File: config.mk
export PLATFORM = sky130hd
export DESIGN_NAME = layer_seq_ctrl
export DESIGN_NICKNAME = d
export VERILOG_FILES = /design/src/rtl/seq_pkg.sv /design/src/rtl/seq_addr_gen.sv /design/src/rtl/layer_seq_ctrl.sv
export SDC_FILE = /design/constraint.sdc
export NUM_CORES = 1
export LEC_CHECK = 0
export BUFFER_PORTS_ARGS = -buffer_cell sky130_fd_sc_hd__buf_2
export CAP_MARGIN = 10
export CORE_UTILIZATION = 35
export DETAILED_ROUTE_END_ITERATION = 12
export PLACE_DENSITY = 0.62
export SETUP_SLACK_MARGIN = 0.05
export SLEW_MARGIN = 20
export SYNTH_ARGS = -nofsm -noshare
export SYNTH_HDL_FRONTEND = slang
export SYNTH_SLANG_ARGS = --single-unit
export TNS_END_PERCENT = 5
File: constraint.sdc
create_clock -name clk -period 4.8 [get_ports clk]
set_clock_uncertainty 0.05 [all_clocks]
set_input_delay 0.96 -clock clk [delete_from_list [all_inputs] [get_ports clk]]
set_output_delay 0.96 -clock clk [all_outputs]
set_load 0.01 [all_outputs]
File: src/rtl/seq_pkg.sv
// Shared types and defaults for the multi-layer MAC sequencer.
// State encoding, default widths and the weight-base stride.
package seq_pkg;

    typedef enum logic [2:0] {
        IDLE,
        LOAD_W,
        WAIT_W,
        STREAM,
        DRAIN,
        CAPTURE,
        CLEAR,
        FINISH
    } state_t;

    localparam int N_MACS_DEF   = 4;
    localparam int ADDR_W_DEF   = 8;
    localparam int LAYER_W_DEF  = 3;
    localparam int DRAIN_TO_DEF = 32;

    // Each layer owns one weight word per MAC column.
    localparam int W_STRIDE = N_MACS_DEF;

endpackage

File: src/rtl/seq_addr_gen.sv
// Layer/word counters and the input and weight address arithmetic.
// All addresses are truncated to ADDR_W after a full-width multiply.
module seq_addr_gen
    import seq_pkg::*;
#(
    parameter int ADDR_W  = ADDR_W_DEF,
    parameter int LAYER_W = LAYER_W_DEF,
    parameter int STRIDE  = W_STRIDE
) (
    input  logic               clk,
    input  logic               rst,
    input  logic               init,
    input  logic               k_clr,
    input  logic               k_inc,
    input  logic               layer_inc,
    input  logic [ADDR_W-1:0]  cfg_k,
    input  logic [LAYER_W-1:0] cfg_layers,
    output logic [LAYER_W-1:0] layer_idx,
    output logic [ADDR_W-1:0]  in_addr,
    output logic [ADDR_W-1:0]  w_base,
    output logic               last_read,
    output logic               last_layer
);

    localparam int PW = LAYER_W + ADDR_W;

    logic [ADDR_W-1:0] k_cnt;

    always_ff @(posedge clk or posedge rst) begin
        if (rst) begin
            k_cnt     <= '0;
            layer_idx <= '0;
        end else begin
            if (init)
                layer_idx <= '0;
            else if (layer_inc)
                layer_idx <= layer_idx + LAYER_W'(1);
            if (init || k_clr)
                k_cnt <= '0;
            else if (k_inc)
                k_cnt <= k_cnt + ADDR_W'(1);
        end
    end

    assign in_addr = ADDR_W'({{ADDR_W{1'b0}}, layer_idx}
                   * {{LAYER_W{1'b0}}, cfg_k}) + k_cnt;

    assign w_base = ADDR_W'({{ADDR_W{1'b0}}, layer_idx} * PW'(STRIDE));

    // cfg_k of zero wraps to all-ones, giving a full 2^ADDR_W read burst.
    assign last_read  = (k_cnt == cfg_k - ADDR_W'(1));
    assign last_layer = (layer_idx == cfg_layers - LAYER_W'(1));

endmodule

File: src/rtl/layer_seq_ctrl.sv
// Multi-layer sequencer: per layer loads weights, streams inputs,
// drains the MAC array, captures the result and clears accumulators.
module layer_seq_ctrl
    import seq_pkg::*;
#(
    parameter int N_MACS   = N_MACS_DEF,
    parameter int ADDR_W   = ADDR_W_DEF,
    parameter int LAYER_W  = LAYER_W_DEF,
    parameter int DRAIN_TO = DRAIN_TO_DEF
) (
    input  logic               clk,
    input  logic               rst,
    input  logic               start,
    input  logic [LAYER_W-1:0] cfg_layers,
    input  logic [ADDR_W-1:0]  cfg_k,
    output logic               busy,
    output logic               done,
    output logic               err,
    output logic [LAYER_W-1:0] layer_idx,
    output logic               w_load,
    output logic [ADDR_W-1:0]  w_base,
    input  logic               w_busy,
    output logic               in_rd_en,
    output logic [ADDR_W-1:0]  in_addr,
    output logic [N_MACS-1:0]  mac_valid,
    output logic [N_MACS-1:0]  mac_clear,
    input  logic [N_MACS-1:0]  mac_valid_out,
    output logic               capture
);

    localparam int DW = $clog2(DRAIN_TO) + 1;

    state_t state, next;

    logic [LAYER_W-1:0] layers_q;
    logic [ADDR_W-1:0]  k_q;
    logic [DW-1:0]      drain_cnt;
    logic               mv_q;
    logic               accept, k_clr, k_inc, layer_inc, drain_tmo;
    logic               last_read, last_layer;

    seq_addr_gen #(
        .ADDR_W  (ADDR_W),
        .LAYER_W (LAYER_W),
        .STRIDE  (N_MACS)
    ) u_addr (
        .clk        (clk),
        .rst        (rst),
        .init       (accept),
        .k_clr      (k_clr),
        .k_inc      (k_inc),
        .layer_inc  (layer_inc),
        .cfg_k      (k_q),
        .cfg_layers (layers_q),
        .layer_idx  (layer_idx),
        .in_addr    (in_addr),
        .w_base     (w_base),
        .last_read  (last_read),
        .last_layer (last_layer)
    );

    always_ff @(posedge clk or posedge rst) begin
        if (rst) begin
            state     <= IDLE;
            layers_q  <= '0;
            k_q       <= '0;
            drain_cnt <= '0;
            mv_q      <= 1'b0;
            err       <= 1'b0;
        end else begin
            state <= next;
            mv_q  <= (state == STREAM);
            if (accept) begin
                layers_q <= cfg_layers;
                k_q      <= cfg_k;
            end
            if (state == DRAIN)
                drain_cnt <= drain_cnt + DW'(1);
            else
                drain_cnt <= '0;
            if (accept)
                err <= 1'b0;
            else if (drain_tmo)
                err <= 1'b1;
        end
    end

    always_comb begin
        next      = state;
        accept    = 1'b0;
        k_clr     = 1'b0;
        k_inc     = 1'b0;
        layer_inc = 1'b0;
        drain_tmo = 1'b0;
        unique case (state)
            IDLE: begin
                if (start) begin
                    accept = 1'b1;
                    next   = (cfg_layers == '0) ? FINISH : LOAD_W;
                end
            end
            LOAD_W: next = WAIT_W;
            WAIT_W: begin
                if (!w_busy) begin
                    k_clr = 1'b1;
                    next  = STREAM;
                end
            end
            STREAM: begin
                k_inc = 1'b1;
                if (last_read)
                    next = DRAIN;
            end
            DRAIN: begin
                if (&mac_valid_out) begin
                    next = CAPTURE;
                end else if (drain_cnt == DW'(DRAIN_TO - 1)) begin
                    drain_tmo = 1'b1;
                    next      = CAPTURE;
                end
            end
            CAPTURE: next = CLEAR;
            CLEAR: begin
                if (last_layer) begin
                    next = FINISH;
                end else begin
                    layer_inc = 1'b1;
                    next      = LOAD_W;
                end
            end
            FINISH:  next = IDLE;
            default: next = IDLE;
        endcase
    end

    assign busy      = (state != IDLE);
    assign done      = (state == FINISH);
    assign w_load    = (state == LOAD_W);
    assign in_rd_en  = (state == STREAM);
    assign capture   = (state == CAPTURE);
    assign mac_valid = {N_MACS{mv_q}};
    assign mac_clear = {N_MACS{state == CLEAR}};

endmodule

# Yosys cells after proc, flatten, opt, wreduce, memory -nomap -nowiden
# Cells that the tools add are included.
word_totals:
  register_bits: 33
  input_bits: 19
  word_cells: 63
op_classes:
  add_sub_neg: 6
  mul: 1
  eq_ne: 14
  muxes: 25
  reduce_logical: 9
ops:
  columns: ["op", "count"]
  rows:
  - ["$mux 3", 9]
  - ["$pmux 3 s8", 1]
  - ["$mux 8", 2]
  - ["$eq 3x3->1 const B", 4]
  - ["$mux 1", 12]
  - ["$add 8x1->8 const B", 1]
  - ["$add 8x8->8", 1]
  - ["$eq 8x8->1", 1]
  - ["$mul 3x8->8", 1]
  - ["$reduce_and 4->1", 2]
  - ["$sub 8x1->8 const B", 1]
  - ["$add 6x1->6 const B", 1]
  - ["$eq 3x2->1 const B", 2]
  - ["$eq 6x5->1 const B", 1]
  - ["$logic_not 3->1", 2]
  - ["$mux 6", 1]
  - ["$reduce_bool 2->1", 3]
  - ["$ne 2x2->1 const B", 2]
  - ["$add 3x1->3 const B", 1]
  - ["$eq 3x1->1 const B", 1]
  - ["$eq 3x3->1", 1]
  - ["$ne 3x1->1 const B", 1]
  - ["$reduce_bool 3->1", 1]
  - ["$sub 3x1->3 const B", 1]
  - ["other kinds (2)", 2]

# Longest topological paths before layout
# Gate-level depths: netlist of the first run.
depth:
  ltp_word: 6
  mapped_depth: 12

# Cells and area by module
# A second synthesis of the first run with hierarchy kept.
hier_totals:
  cells_unflattened: 282
  hier_area_um2: 2701.3
by_module_without_submodules:
  columns: ["mod", "n_inst", "cells_per_inst", "area_each_um2"]
  rows:
  - ["seq_addr_gen", 1, 186, 1559.0]
  - ["layer_seq_ctrl", 1, 96, 1142.3]

# Worst setup path after synthesis of the first run
# No wires, ideal clock.
synth_timing:
  path_kind: "reg2out"
  startpoint: "register u_addr.layer_idx[1]"
  endpoint: "output port in_addr[7]"
  arrival_ns: 2.896
  slack_ns: 0.894
  stages_incl_launch_ff: 12
  path_buffers: 1
  cell_sequence: "dfrtp_1 > clkbuf_1 > and2_1 > fa_1 > inv_1 > fa_1 > inv_1 > ha_1 > a21o_1 > a21oi_1 > o21ai_0 > xnor2_1"
synth_via:
  elab_chain_cells: 2
synth_lines:
  columns: ["element", "line", "source"]
  rows:
  - ["start: declaration", "seq_addr_gen.sv:18", "output logic [LAYER_W-1:0] layer_idx,"]
  - ["start signal: assignment", "seq_addr_gen.sv:37", "layer_idx <= layer_idx + LAYER_W'(1);"]
  - ["$mul 3x8->8", "seq_addr_gen.sv:46", "* {{LAYER_W{1'b0}}, cfg_k}) + k_cnt;"]
  - ["$add 8x8->8", "seq_addr_gen.sv:46", null]
  - ["end: declaration", "layer_seq_ctrl.sv:24", "output logic [ADDR_W-1:0] in_addr,"]
# Every way passes these cells.

# Final worst setup path of the first run
layout_timing:
  startpoint: "register k_q[0]"
  endpoint: "output port in_addr[6]"
layout_via:
  elab_chain_cells: 2
layout_lines:
  columns: ["element", "line", "source"]
  rows:
  - ["start: declaration", "layer_seq_ctrl.sv:36", "logic [ADDR_W-1:0] k_q;"]
  - ["start signal: assignment", "layer_seq_ctrl.sv:75", "k_q <= cfg_k;"]
  - ["$mul 3x8->8", "seq_addr_gen.sv:46", null]
  - ["$add 8x8->8", "seq_addr_gen.sv:46", null]
# Every way passes these cells.

==> impl_summary.md, run 1 <==
Clock tree
The number of buffers inserted during clock tree synthesis is 5. The number of gates resized after CTS was 0. Clock latency on the worst-skew pair, taken at its later pin, is 280 ps.

The maximum buffer depth of the clock tree is 2. Clock tree synthesis found a total of 33 sinks. The number of H-tree levels is 2.

The cell sitting at the root of the clock tree is a sky130_fd_sc_hd__clkbuf_8. The clock tree from TritonCTS is yes. Clock-pin slew was measured on the worst setup and hold paths at 70 ps.

The number of hold-repair buffers added at the cts stage is 0. The number of post-CTS setup repair buffers is 0.

Power
IR analysis of the VDD net gives a maximum drop of 0.186 mV. The leakage power total is 1.42 nW. Overall power consumption after layout is estimated at 0.00190 W. Dividing total power by cell area gives a power density of 635 nW/µm².

Layout
Leaving out fill and tap cells, the most frequent cell in the layout is sky130_fd_sc_hd__buf_2. The library cells used most frequently in the layout, excluding fill and tap cells, are 46 x sky130_fd_sc_hd__buf_2, 33 x sky130_fd_sc_hd__dfrtp_1, 29 x sky130_fd_sc_hd__inv_1. Once layout is complete, the utilization of the core stands at 38.9%.

The synthesis-to-layout area growth is 8.25%. The finished layout cell area is 2990 µm². The number of diodes is 0.

The post-layout net count is 363. Cells with a size suffix above 1 make up 23.1% of the layout.

Floorplan
The initial utilization of the core area, before any placement, comes to 35.9%. The placeable core region is 7690 µm². 52 I/O pins were placed. The initialized floorplan defines 32 standard-cell rows.

The floorplan step defined a die boundary enclosing 8250 µm². The overall die width is 90.8 µm. The die height is 90.8 µm.

Synth
The post-synthesis share of cell area spent on full adders, half adders and majority gates is 14.3%. The area of the mapped netlist is 2760 µm². The number of enable flip-flop cells after synthesis is 0. The distinct cell type count after synthesis is 51.

The simple logic cell fraction of the synthesized area is 19.8%. By area, the combinational part of the netlist is dominated by simple AND/OR/NAND/NOR gates. The synthesized netlist devotes 7.39% of its cell area to compound gates. After synthesis, the mean cell area works out to 9.39 µm². For this run, the register share of the synthesized area comes to 29.9%. The Yosys warning count is 0. The flip-flop and latch count after synthesis is 33. The area share of xor/xnor cells in the synthesized design is 11.7%.

The share of synthesized registers carrying an async set or reset is 100%. In the synthesized netlist the dominant register cell turns out to be sky130_fd_sc_hd__dfrtp_1. Synthesis produced 294 cells. Multiplexer cells account for 4.31% of the synthesized area.

Setup path
In this run the critical register-to-register path is launched from k_q[0]. The worst stage delay on the critical path is 570 ps. The critical path goes through nand2_1 > fa_1 > fa_1 > inv_1 > ha_1 > a21o_1 > a21oi_1 > o21bai_1 > a21oi_1 > xnor2_1 > buf_2.

The worst register-to-register path ends at state[1]. The number of cells on the worst reg-to-reg path is 7. The setup path with the least slack is of type register to output port.

STA classifies the critical path startpoint as a register. STA puts the critical path data required time at 3790 ps. The largest individual stage delay along the critical path comes from the cell sky130_fd_sc_hd__fa_1. Of all nets on the critical path, the largest fanout is 11. Data arrives at the worst endpoint at 3350 ps. The category of the worst setup path capture point is an output port. In this run the register-to-register setup slack is 2660 ps.

Timing
The final setup violation count is 0. In this run the tightest slew margin relative to its limit is 63.2%. The number of pins with negative max-slew slack in the final report is 0. The number of failing hold endpoints at the final stage came to 0. Timing would allow up to 229 MHz.

Setup repair after global routing left no endpoint under its margin. Summed over all failing endpoints, the final setup total negative slack is 0 ps. The worst path in the final design needs a cycle of 4360 ps, including I/O delays and setup. At the pin with the least slew margin, the transition time is 550 ps. The part of the cycle the worst path needs is 90.8%.

Detailed routing
The count of nets left with antenna violations once routing finished came out at 0. The wire length per cell is 12.7 µm. The via count is 1,967. The number of design rule violations left after detail routing is 0. For this block, the initial DRC count from the detailed router was 52. The total iterations of the first detailed-routing run is 4. The via count normalized by instance count is 4.66. Wires add up to 5.36 mm.

Global routing
Global routing used 14.3% of the available tracks across all layers. The first-pass GRT wire length is 9.44 mm. Entering global routing, the biggest net connects 34 pins. The initial antenna violation count is 0. Summed over all layers, the global routing overflow is 0. The number of global-route vias before repair is 1,969.

Placement
The count of buffers inserted at the top-level ports is 46. Summed over all nets, the half-perimeter wirelength after detailed placement is 4.08 mm. After detailed placement, the total cell area comes to 2910 µm². At the end of routability-driven placement, the weighted congestion stood at 0.814.

Status
The flow ran to the end, and the final reports show no timing, DRC or antenna violations.

Min path
Counting instances, the worst hold path has a depth of 1. The class of the most critical hold timing path is register to register. The worst hold path begins at drain_cnt[0].

The path with the worst hold slack has its endpoint at drain_cnt[0].

Job
The number of max-capacitance violations reported is 0.
[Yosys cell counts, drive strengths merged, types with 3 or more instances]
| library cell | n | area [µm²] |
|---|---|---|
| nor2 | 27 | 109 |
| inv | 29 | 109 |
| xnor2 | 27 | 236 |
| mux2i | 4 | 40.0 |
| and3 | 4 | 25.0 |
| buf | 31 | 228 |
| fa | 11 | 220 |
| nand3 | 8 | 40.0 |
| xor2 | 7 | 61.3 |
| nor3 | 7 | 62.6 |
| o21ai | 9 | 45.0 |
| and2 | 9 | 56.3 |
| dfrtp | 33 | 826 |
| nand2 | 21 | 78.8 |
| mux2 | 7 | 78.8 |
| nor4 | 3 | 40.0 |
| a21oi | 9 | 45.0 |
| and4 | 3 | 26.3 |
| ha | 14 | 175 |
[critical path: cells and delay by family (launching register included)]
| family | cells | cell delay [ps] |
|---|---|---|
| AO/OA/AOI/OAI | 4 | 680 |
| XOR/XNOR | 1 | 130 |
| adder cells (fa/ha/maj) | 3 | 1380 |
| buffers and inverters | 2 | 200 |
| flip-flops | 1 | 560 |
| AND/OR/NAND/NOR | 1 | 130 |
[power by group]
group          internal (W)  switching [W]
logic              0.000544       0.000584
clock network      0.000100       0.000101
registers          0.000365       0.000204
total               0.00101       0.000888
[registers in the layout, summed over array words and instances (netlist names)]
name	cells
err	1
k_q	8
state	3
u_addr.k_cnt	8
drain_cnt	6
layers_q	3
u_addr.layer_idx	3
mv_q	1
[stage by stage]
step                hold slack, ps  instances  setup slack (ps)
CTS                            439        422               428
finish                         440        422               439
floorplan                      397        298               894
global placement               427        414               813
global route                   465        422               168
detailed placement             429        414               724
[worst max path at each step]
stage | from | endpoint | cells after the start
detailed placement | k_q[0] | in_addr[6] | 11
global placement | k_q[0] | in_addr[6] | 11
floorplan | u_addr.layer_idx[1] | in_addr[7] | 11
finish | k_q[0] | in_addr[6] | 11
global route | k_q[0] | in_addr[6] | 11
CTS | k_q[0] | in_addr[6] | 11
[cell families after synthesis]
family                   Yosys count
AND/OR/NAND/NOR                   96
buffers and inverters             62
XOR/XNOR                          35
flip-flops                        33
AO/OA/AOI/OAI                     31
adder cells (fa/ha/maj)           25
multiplexers                      11
other                              1
[per-layer routing]
layer  vias to the layer above  track usage (%)  routed length [µm]
met1                       934             20.0                2720
met3                         6             3.20                 155
met2                        37             22.2                2400
met5                         -                0                   0
li1                        990                -                   -
met4                         0             3.97                  78
[final cells by class]
class                   count  area [µm²]
fillers                   812        4700
multi-input cells         203        1610
flip-flops and latches     33         826
repair buffers             47         238
well taps                 102         128
inverters                  29         109
clock buffers               6        72.6
clock inverters             2        10.0
No activity file was read; power rests on OpenSTA's default activity.
==> inputs of run 2 (changes only) <==
Settings changed: CORE_ASPECT_RATIO set to 0.6, CORE_UTILIZATION 35 to 56, PLACE_DENSITY 0.62 to 0.87.
==> run 2 against run 1 <==
Compared with the run above: non-clock buffer count is 2 higher; sequential power is 0.7% higher; utilization increased by 25 points; total power up 6.1%; critical path type unchanged; register-to-register slack got worse by 140 ps; die area down 37%; first-iteration DRC count increased to 2.9 times the previous value; global-route usage grew 11 points; hold slack better by 4.0 ps.
==> impl_summary.md, run 2 (same netlist as run 1, synthesis figures left out) <==
Clock tree
The number of hold-repair buffers added at the cts stage is 0. TritonCTS created 5 clock buffers. The clock tree from TritonCTS is yes.

The number of post-CTS setup repair buffers is 0. The insertion delay of the later-clocked pin in the worst-skew pair is 280 ps. The number of H-tree levels is 2. The clock root buffer is sky130_fd_sc_hd__clkbuf_8. The maximum buffer depth of the clock tree is 2.

The clock net sink count is 33. The post-CTS clock slew at the launch and capture registers of the worst setup and hold paths is 70 ps. In this run, post-CTS repair resized a total of 0 instances.

Layout
The largest registers in the layout are k_q: 8 flops, u_addr.k_cnt: 8 flops, drain_cnt: 6 flops. The filler cell count in the final layout is 390. Leaving out fill and tap cells, the most frequent cell in the layout is sky130_fd_sc_hd__buf_2. The number of antenna diodes in the final layout is 0.

The register area is 826 µm². The ratio of cells with drive above 1 in the final layout is 23.7%. Leaving out fill and tap cells, the most frequent cells in the layout are 46 x sky130_fd_sc_hd__buf_2, 33 x sky130_fd_sc_hd__dfrtp_1, 29 x sky130_fd_sc_hd__inv_1.

After the last flow step, the layout net total stands at 365. Measured on the finished design, the core utilization comes to 63.9%. The area taken by multi-input logic gates is 1610 µm². The synthesis-to-layout area growth is 7.80%.

Timing
The clock period could shrink to 4450 ps. Setup repair after global routing left no endpoint under its margin. The slew at the pin with the worst max-slew slack is 584 ps.

In the final timing run, aggregate negative setup slack is 0 ps. The highest achievable clock rate is 225 MHz. The worst pin sits at a relative slew slack of 60.9%. The part of the cycle the worst path needs is 92.6%. Setup violations remaining at the end of the flow were counted as 0. The number of pins with negative max-slew slack in the final report was 0. The number of failing hold endpoints at the final stage came to 0.

Floorplan
The number of ports placed on the die boundary is 52. The overall die width is 92.6 µm. The floorplan has 19 rows. The die height is 56.4 µm.

The die covers 5220 µm². For this configuration, the core starts out at a cell density of 59.2%. In this run the standard cell core region covers 4660 µm².

Detailed routing
The count of nets left with antenna violations after detail routing is 0. In the routed layout, each cell is associated on average with a via count of 5.59. The wire length per cell is 15.8 µm. The via count is 2,145. The total wire length after detailed routing is 6.07 mm.

The number of design rule violations left after detail routing is 0. The iteration-0 DRC count of the detailed router is 152. For this run, the detailed router's first-pass iteration total came to 5.

Setup path
The maximum fanout along the worst path is 11. The critical setup path kind is register to output port. STA classifies the critical path endpoint as an output port. STA puts the critical path data arrival time at 3440 ps.

Data on the critical path is required at its endpoint by 3790 ps. The worst setup path is launched from a register.

Global routing
The pin count of the biggest net entering global routing is 34. In the global route stage, overall resource usage came out at 25.2%. The number of global-route vias before repair was 1,987. The first-pass GRT wire length is 9.99 mm. The initial antenna violation count is 0. The remaining global-route overflow is 0.

Placement
The post-DP HPWL is 4.68 mm. Buffers placed on the I/O ports in this run total 46. The final weighted congestion in routability-driven placement is 0.898.

Power
The leakage power total is 1.44 nW. In this run the power density over the cells is 677 nW/µm². The largest voltage drop on the vdd net is 0.337 mV.

Status
The run finished with clean final reports.

Job
Across the run, the number of max-cap violations was 0.

Min path
In this run the worst hold path is classified as register to register.
run 2: routing by layer:
layer | up-vias | part of all wire, % | wire length, µm | GRT usage [%]
li1 | 993 | - | - | -
met5 | - | 0 | 0 | 0
met1 | 1039 | 47 | 2830 | 38.7
met4 | 0 | 0.99 | 60 | 3.96
met2 | 104 | 43 | 2610 | 36.8
met3 | 9 | 9.5 | 576 | 5.83
run 2: through the flow:
| stage | hold slack (ps) | setup slack, ps | cells | cell area (µm²) | total power (W) |
|---|---|---|---|---|---|
| 6_report | 444 | 354 | 384 | 2980 | 0.00201 |
| 5_1_grt | 459 | 144 | 384 | 2980 | 0.00218 |
| 4_1_cts | 445 | 332 | 384 | 2980 | 0.00202 |
| 3_5_place_dp | 436 | 637 | 377 | 2870 | 0.00175 |
| 3_3_place_gp | 423 | 778 | 377 | 2870 | 0.00170 |
| 2_1_floorplan | 397 | 894 | 298 | 2780 | 0.00149 |
run 2: final cells by class:
type | count | share of cell area (%)
Tap cell | 63 | 2.65
Clock buffer | 5 | 2.31
Timing Repair Buffer | 49 | 8.49
Inverter | 29 | 3.66
Multi-Input combinational cell | 203 | 54.0
Clock inverter | 2 | 1.18
Sequential cell | 33 | 27.8
run 2: critical path, cell delays in order, from the launching register on:
cell	delay, ps
sky130_fd_sc_hd__dfrtp_1	590
sky130_fd_sc_hd__nand2_1	140
sky130_fd_sc_hd__fa_1	520
sky130_fd_sc_hd__fa_1	570
sky130_fd_sc_hd__inv_1	60
sky130_fd_sc_hd__ha_1	280
sky130_fd_sc_hd__a21o_1	150
sky130_fd_sc_hd__a21oi_1	210
sky130_fd_sc_hd__o21bai_1	90
sky130_fd_sc_hd__a21oi_1	220
sky130_fd_sc_hd__xnor2_1	170
sky130_fd_sc_hd__buf_2	160
run 2: where the power goes:
group          internal, W  leakage, nW  switching, W  total (W)
clock             0.000151       0.0540     0.0000997   0.000251
combinational     0.000552        0.962      0.000639    0.00119
sequential        0.000365        0.423      0.000207   0.000573
run 2: final timing paths:
path,start,end,slack [ps],cells after the start
worst max-delay path,k_q[0],in_addr[6],350,11
worst min-delay path,drain_cnt[0],drain_cnt[0],440,1
worst max register to register,k_q[0],state[1],2520,7
worst min register to register,drain_cnt[0],drain_cnt[0],440,1
max in group asynchronous,rst,u_addr.layer_idx[2],3690,3
min in group asynchronous,rst,k_q[6],710,3
